<file path="src/rtl/mul_seq.sv">
// Sequential 32x32->64 radix-2 shift-add multiplier with sign pre/post-correction.
// Shares the sequential divider's enable/completed handshake; covers RV32M MUL/MULH/MULHSU/MULHU.
module mul_seq (
  input  logic        clk,
  input  logic        rstn,
  input  logic        enable,
  input  logic [1:0]  mode,
  input  logic [31:0] src,
  input  logic [31:0] sink,
  output logic        completed,
  output logic [31:0] lo,
  output logic [31:0] hi
);

  typedef enum logic [1:0] {
    S_IDLE,
    S_BUSY,
    S_FIX,
    S_DONE
  } state_t;

  state_t      r_state;
  logic [31:0] r_mcand;
  logic [31:0] r_mplier;
  logic [63:0] r_acc;
  logic [5:0]  r_cnt;
  logic        r_neg;

  logic        w_src_neg;
  logic        w_sink_neg;
  logic [32:0] w_sum;
  logic [63:0] w_result;

  always_comb begin
    // Mode 11 is reserved and falls through to the unsigned case.
    w_src_neg  = ((mode == 2'b01) || (mode == 2'b10)) && src[31];
    w_sink_neg = (mode == 2'b01) && sink[31];
    w_sum      = {1'b0, r_acc[63:32]} + (r_mplier[0] ? {1'b0, r_mcand} : 33'd0);
    w_result   = r_neg ? (~r_acc + 64'd1) : r_acc;
  end

  // NOTE: the operand/accumulator datapath is deliberately left out of reset;
  // it is always reloaded on accept and never observed before that.
  always_ff @(posedge clk) begin
    if (!rstn) begin
      r_state   <= S_IDLE;
      r_cnt     <= 6'd0;
      completed <= 1'b0;
      lo        <= 32'd0;
      hi        <= 32'd0;
    end else begin
      case (r_state)
        S_IDLE, S_DONE: begin
          if (enable) begin
            r_mcand   <= w_src_neg  ? (~src + 32'd1)  : src;
            r_mplier  <= w_sink_neg ? (~sink + 32'd1) : sink;
            r_neg     <= w_src_neg ^ w_sink_neg;
            r_acc     <= 64'd0;
            r_cnt     <= 6'd0;
            completed <= 1'b0;
            r_state   <= S_BUSY;
          end
        end
        S_BUSY: begin
          // Carry out of the upper-half add shifts back in as the new MSB.
          r_acc    <= {w_sum, r_acc[31:1]};
          r_mplier <= r_mplier >> 1;
          r_cnt    <= r_cnt + 6'd1;
          if (r_cnt == 6'd31) begin
            r_state <= S_FIX;
          end
        end
        S_FIX: begin
          {hi, lo}  <= w_result;
          completed <= 1'b1;
          r_state   <= S_DONE;
        end
        default: r_state <= S_IDLE;
      endcase
    end
  end

endmodule

</file>
<file path="config.mk">
export PLATFORM = sky130hd
export DESIGN_NAME = mul_seq
export DESIGN_NICKNAME = d
export VERILOG_FILES = /design/src/rtl/mul_seq.sv
export SDC_FILE = /design/constraint.sdc
export NUM_CORES = 1
export LEC_CHECK = 0
export ABC_AREA = 1
export CAP_MARGIN = 20
export CORE_AREA = 10 10 162 179
export CTS_CLUSTER_SIZE = 8
export DETAILED_ROUTE_END_ITERATION = 6
export DIE_AREA = 0 0 172 189
export GPL_TIMING_DRIVEN = 0
export PLACE_DENSITY = 0.76
export SLEW_MARGIN = 20
export SYNTH_ARGS = -nofsm -noshare
export SYNTH_HDL_FRONTEND = slang
export SYNTH_SLANG_ARGS = --single-unit
</file>
<file path="constraint.sdc">
create_clock -name clk -period 14.89 [get_ports clk]
set_input_delay 3.7225 -clock clk [delete_from_list [all_inputs] [get_ports clk]]
set_output_delay 3.7225 -clock clk [all_outputs]
set_load 0.02 [all_outputs]
</file>
; ---- Word-level counts from Yosys, hierarchy flattened
; Index checks and enable logic that the tools add are counted.
[totals]
reg_bits = 202
inputBits = 69
output_inout_bits = 65
wordCells = 53
[op_classes]
addsub = 5
eq_ne = 8
n_mux = 15
n_bitwise = 4
n_reduce_logical = 12
[op_table]
columns = cell, n
row1 = $mux W32, 4
row2 = $mux W64, 2
row3 = $pmux W64 S2, 1
row4 = $add A32 B1 Y32 const B, 2
row5 = $add A64 B1 Y64 const B, 1
row6 = $not A32 Y32, 2
row7 = $not A64 Y64, 1
row8 = $pmux W32 S2, 1
row9 = $add A32 B32 Y33, 1
row10 = $pmux W6 S2, 1
row11 = $add A6 B1 Y6 const B, 1
row12 = $eq A2 B2 Y1 const B, 3
row13 = $eq A6 B5 Y1 const B, 1
row14 = $mux W6, 1
row15 = $pmux W2 S3, 1
row16 = $reduce_and A2 Y1, 3
row17 = $reduce_and A3 Y1, 2
row18 = $eq A2 B1 Y1 const B, 2
row19 = $mux W2, 2
row20 = $ne A2 B2 Y1 const B, 2
row21 = $reduce_bool A2 Y1, 2
row22 = $logic_and A1 B1 Y1, 2
row23 = $logic_not A2 Y1, 1
row24 = $pmux W1 S2, 1
row25 = other kinds (4), 4

; ---- Longest topological paths before layout
[logic_depth]
ltp_word = 5
mapped_depth = 16
ltp_nobuf = 15

; ---- Worst setup path after synthesis
; No wires, ideal clock.
[synth_path]
path_kind = input to register
start = input port rstn
end = register r_acc[0], enable pin
setup_time_ns = 0.551
t_arrival_ns = 8.008
t_required_ns = 14.339
setup_slack_ns = 6.330
cell_stages = 3
path_buffers = 1
cell_sequence = inv_1 > clkbuf_1 > nor2_1
[synth_between]
elab_chain_cells = 1
[synth_rtl]
columns = element, line
row1 = "start, declared", 5  ; input logic rstn,
row2 = $reduce_and A3 Y1 (no line), n/a
row3 = "end signal, assigned", 66  ; r_acc <= {w_sum, r_acc[31:1]};
row4 = "end, declared", 25  ; logic [63:0] r_acc;
; No other way between the ends.
; A chain may end at the register's enable or synchronous reset.

; ---- Worst setup path in the final report
[layout_path]
start = input port mode[0]
end = register r_mplier[23] (data pin)
[layout_between]
elab_chain_cells = 5
[layout_rtl]
columns = element, line
row1 = "start, declared", 7  ; input logic [1:0] mode,
row2 = $eq A2 B1 Y1, 37  ; w_sink_neg = (mode == 2'b01) && sink[31];
row3 = $logic_and A1 B1 Y1, 37
row4 = $mux W32, 56  ; r_mplier <= w_sink_neg ? (~sink + 32'd1) : sink;
row5 = $mux W32, 54  ; if (enable) begin
row6 = $pmux W32 S2, 52  ; case (r_state)
row7 = "end signal, assigned", 56
row8 = "end signal, assigned", 67  ; r_mplier <= r_mplier >> 1;
row9 = "end, declared", 24  ; logic [31:0] r_mplier;
; No other way between the ends. The select of a mux whose other input is x is not followed.

==> flow_metrics.py <==
metrics = {
    "route": {
        "route.vias.total": 13687,
        "avgViaCountPerCell": 5.42,
        "wl_um": 43100,
        "drt_iter0_markers": 1156,
        "drc": 0,
        "firstDrtPassIters": 6,
        "wire_per_inst_um": 17.1,
        "detail-route-antenna-nets": 0,
    },
    "setup_path": {
        "critical_path_buf_inv_count": 4,
        "crit_path_cell_trace": "clkdlybuf4s50_1 -> ha_1 -> nand2_1 -> inv_1 -> buf_2 -> buf_1 -> nand3_1 -> nand3_1 -> nand2_1",
        "cp.arrival_ns": 5.78,
        "path_class": "in -> reg",
        "cp_top_family": "buffers and inverters",
        "crit_fanout": 10,
        "cp-end-kind": "flop",
        "critPathLaunchType": "input port",
        "worstPathRequired_ns": 15.18,
        "slowest_stage": "clkdlybuf4s50_1",
        "cpPeakStageDelay_ns": 0.46,
    },
    "clock_tree": {
        "clk_pin_slew_ns": 0.05,
        "post_cts_buffers": 0,
        "cts_root_buf": "clkbuf_16",
        "cts_hold_buf": 0,
        "htreeDepth": 1,
        "cts_max_path_buffers": 3,
        "cts_sinks": 202,
        "tritoncts": "yes",
        "cts_resized": 0,
        "clk_latency_ns": 0.54,
        "numCtsBuffers": 29,
    },
    "cells_and_area": {
        "final_nets": 2296,
        "multi_input_area_um2": 7020,
        "area_growth_pct": 19.7,
        "regArea_um2": 5340,
        "final_cell_mix": "nand2_1 (538), nor2_1 (337), inv_1 (289), nand3_1 (145), clkdlybuf4s50_1 (133)",
        "final_layout_size_suffix_gt1_frac": 0.0367,
        "fillers": 2339,
        "fin_util": 0.649,
        "n_antenna_cell": 0,
        "final_common_cell": "nand2_1",
    },
    "global_route": {
        "busiest_layer": "met2",
        "track_usage": 0.257,
        "grt_first_pass_wirelength_um": 66800,
        "met2_usage": 0.457,
        "grt_start_max_net_pins": 33,
        "use_met1": 0.301,
        "grt_overflow": 0,
        "grt_pass1_vias": 13171,
        "use_met3": 0.0304,
        "antenna_found_initial": 1,
    },
    "power_and_ir_drop": {
        "internal_power_mw": 1.66,
        "seq_power_share": 0.333,
        "switchingPower_mw": 1.26,
        "p_comb_frac": 0.458,
        "vdd_drop_max_v": 0.0000966,
        "netSwitchingFraction": 0.432,
        "p_clk_frac": 0.210,
        "p_per_area_nw_per_um2": 179,
        "p_leak_nw": 7.46,
        "p_total_mw": 2.92,
    },
    "floorplan": {
        "die_y_um": 189,
        "rows": 61,
        "start_util": 0.542,
        "die_w_um": 172,
        "dieArea_um2": 32500,
        "coreArea_um2": 25200,
        "io_pins": 134,
    },
    "status": {
        "status": "finished, final reports clean",
    },
    "sta": {
        "whs_ns": 0.485,
        "finalMaxSlewViolations": 0,
        "max_clock_freq_mhz": 182,
        "worst_slack_ns": 9.40,
        "setup_viol": 0,
        "maxSlewHeadroom": 0.330,
        "fin_tns_setup_ns": 0,
        "rsz0062_at_grt": "false",
        "worst_pin_slew_ns": 1.00,
        "fin_crit_sh": 0.369,
        "clock_skew_ns": 0.0200,
        "hold_viol_final": 0,
        "layout_min_cycle_time_ns": 5.49,
    },
    "placement": {
        "dp_slack_ns": 8.90,
        "gp_congestion": 1.01,
        "place.port_buffers": 133,
        "hpwl_um": 34500,
    },
    "synthesis": {
        "yosysSeqAreaShare": 0.391,
        "syn_area_um2": 13600,
        "ys_warn_count": 0,
        "syn_area_per_cell_um2": 6.76,
        "synth_fp_nets": 2127,
        "synth_cells": 2017,
        "synth_cell_type_count": 38,
        "synth-seq-cells": 202,
    },
    "worst_hold_path": {
        "hold_class": "reg -> reg",
    },
    "flow_run": {
        "maxCapViolations": 0,
    },
}
## tightest hold or removal path: stages, from the launching register on
cell and delay, ns:
dfxtp_1 0.31, nand2_1 0.07, a21oi_1 0.06
## per-layer routing
metal  up-vias  part of all wire
li1       6839                 -
met3       106             0.059
met2       504              0.49
met1      6236              0.40
met5         -           0.00016
met4         2             0.045
## layout make-up
type                    instances  area share
plain buffers                  51      0.0126
repair buffers                138      0.0881
clock buffers                  53      0.0512
multi-input cells            1472       0.430
inverters                     292      0.0671
flip-flops and latches        202       0.327
well taps                     315      0.0241
clock inverters                 1    0.000536
## cell families (layout without fill, tap and decap cells)
logic type	count (synthesis)	in the layout	share of synthesized area
AOI/OAI and AO/OA	267	267	0.105
xor gates and xnor gates	51	51	0.0327
and+or+nand+nor	1113	1113	0.338
adders and majority gates	41	41	0.0381
buffers and inverters	343	535	0.0955
DFF	202	202	0.391
## Yosys cell counts (all sizes together)
| library cell | n | share of area |
|---|---|---|
| nand2 | 548 | 0.15 |
| nor2 | 352 | 0.10 |
| inv | 291 | 0.080 |
| nand3 | 147 | 0.055 |
| o21ai | 134 | 0.052 |
| edfxtp | 129 | 0.28 |
| a21oi | 110 | 0.040 |
| dfxtp | 73 | 0.11 |
| ha | 40 | 0.037 |
| xor2 | 38 | 0.024 |
| clkbuf | 37 | 0.010 |
| nor3 | 26 | 0.0095 |
| nand4 | 20 | 0.0092 |
| buf | 14 | 0.0050 |
| xnor2 | 13 | 0.0083 |
| nand3b | 10 | 0.0055 |
| a31oi | 6 | 0.0028 |
| o221ai | 6 | 0.0039 |
| o211ai | 5 | 0.0028 |
| nor4 | 4 | 0.0018 |
| nor3b | 3 | 0.0017 |
| o21bai | 3 | 0.0017 |
| o31ai | 2 | 0.0011 |
| or2 | 2 | 0.00092 |
| a21o | 1 | 0.00055 |
| and2 | 1 | 0.00046 |
| clkinv | 1 | 0.00027 |
| fa | 1 | 0.0015 |
## worst paths after layout
check	slack, ns	depth (start not counted)	endpoint	from
setup / recovery	9.40	9	r_mplier[23]	mode[0]
setup reg to reg	11.82	16	r_acc[55]	r_mplier[0]
hold / removal	0.48	2	completed	completed
hold reg to reg	0.48	2	completed	completed
## registers in the layout, summed over array words and instances (netlist names)
name       count
completed      1
hi            32
lo            32
r_acc         64
r_cnt          6
r_mcand       32
r_mplier      32
r_neg          1
r_state        2
## power by group through the flow
stage | Sequential, mW | Clock, mW | Combinational [mW]
floorplan | 1.02 | 0 | 0.778
global placement | 0.995 | 0 | 1.27
detailed placement | 0.978 | 0 | 1.32
CTS | 0.968 | 0.621 | 1.33
global route | 0.988 | 0.645 | 1.48
finish | 0.972 | 0.613 | 1.34
## metrics by stage
step,cells,cell area (um2)
5_1_grt,2524,16300
6_report,2524,16300
4_1_cts,2524,16300
3_5_place_dp,2470,15500
3_3_place_gp,2465,15400
2_1_floorplan,2017,13600
Power figures use the tool's default switching activity.
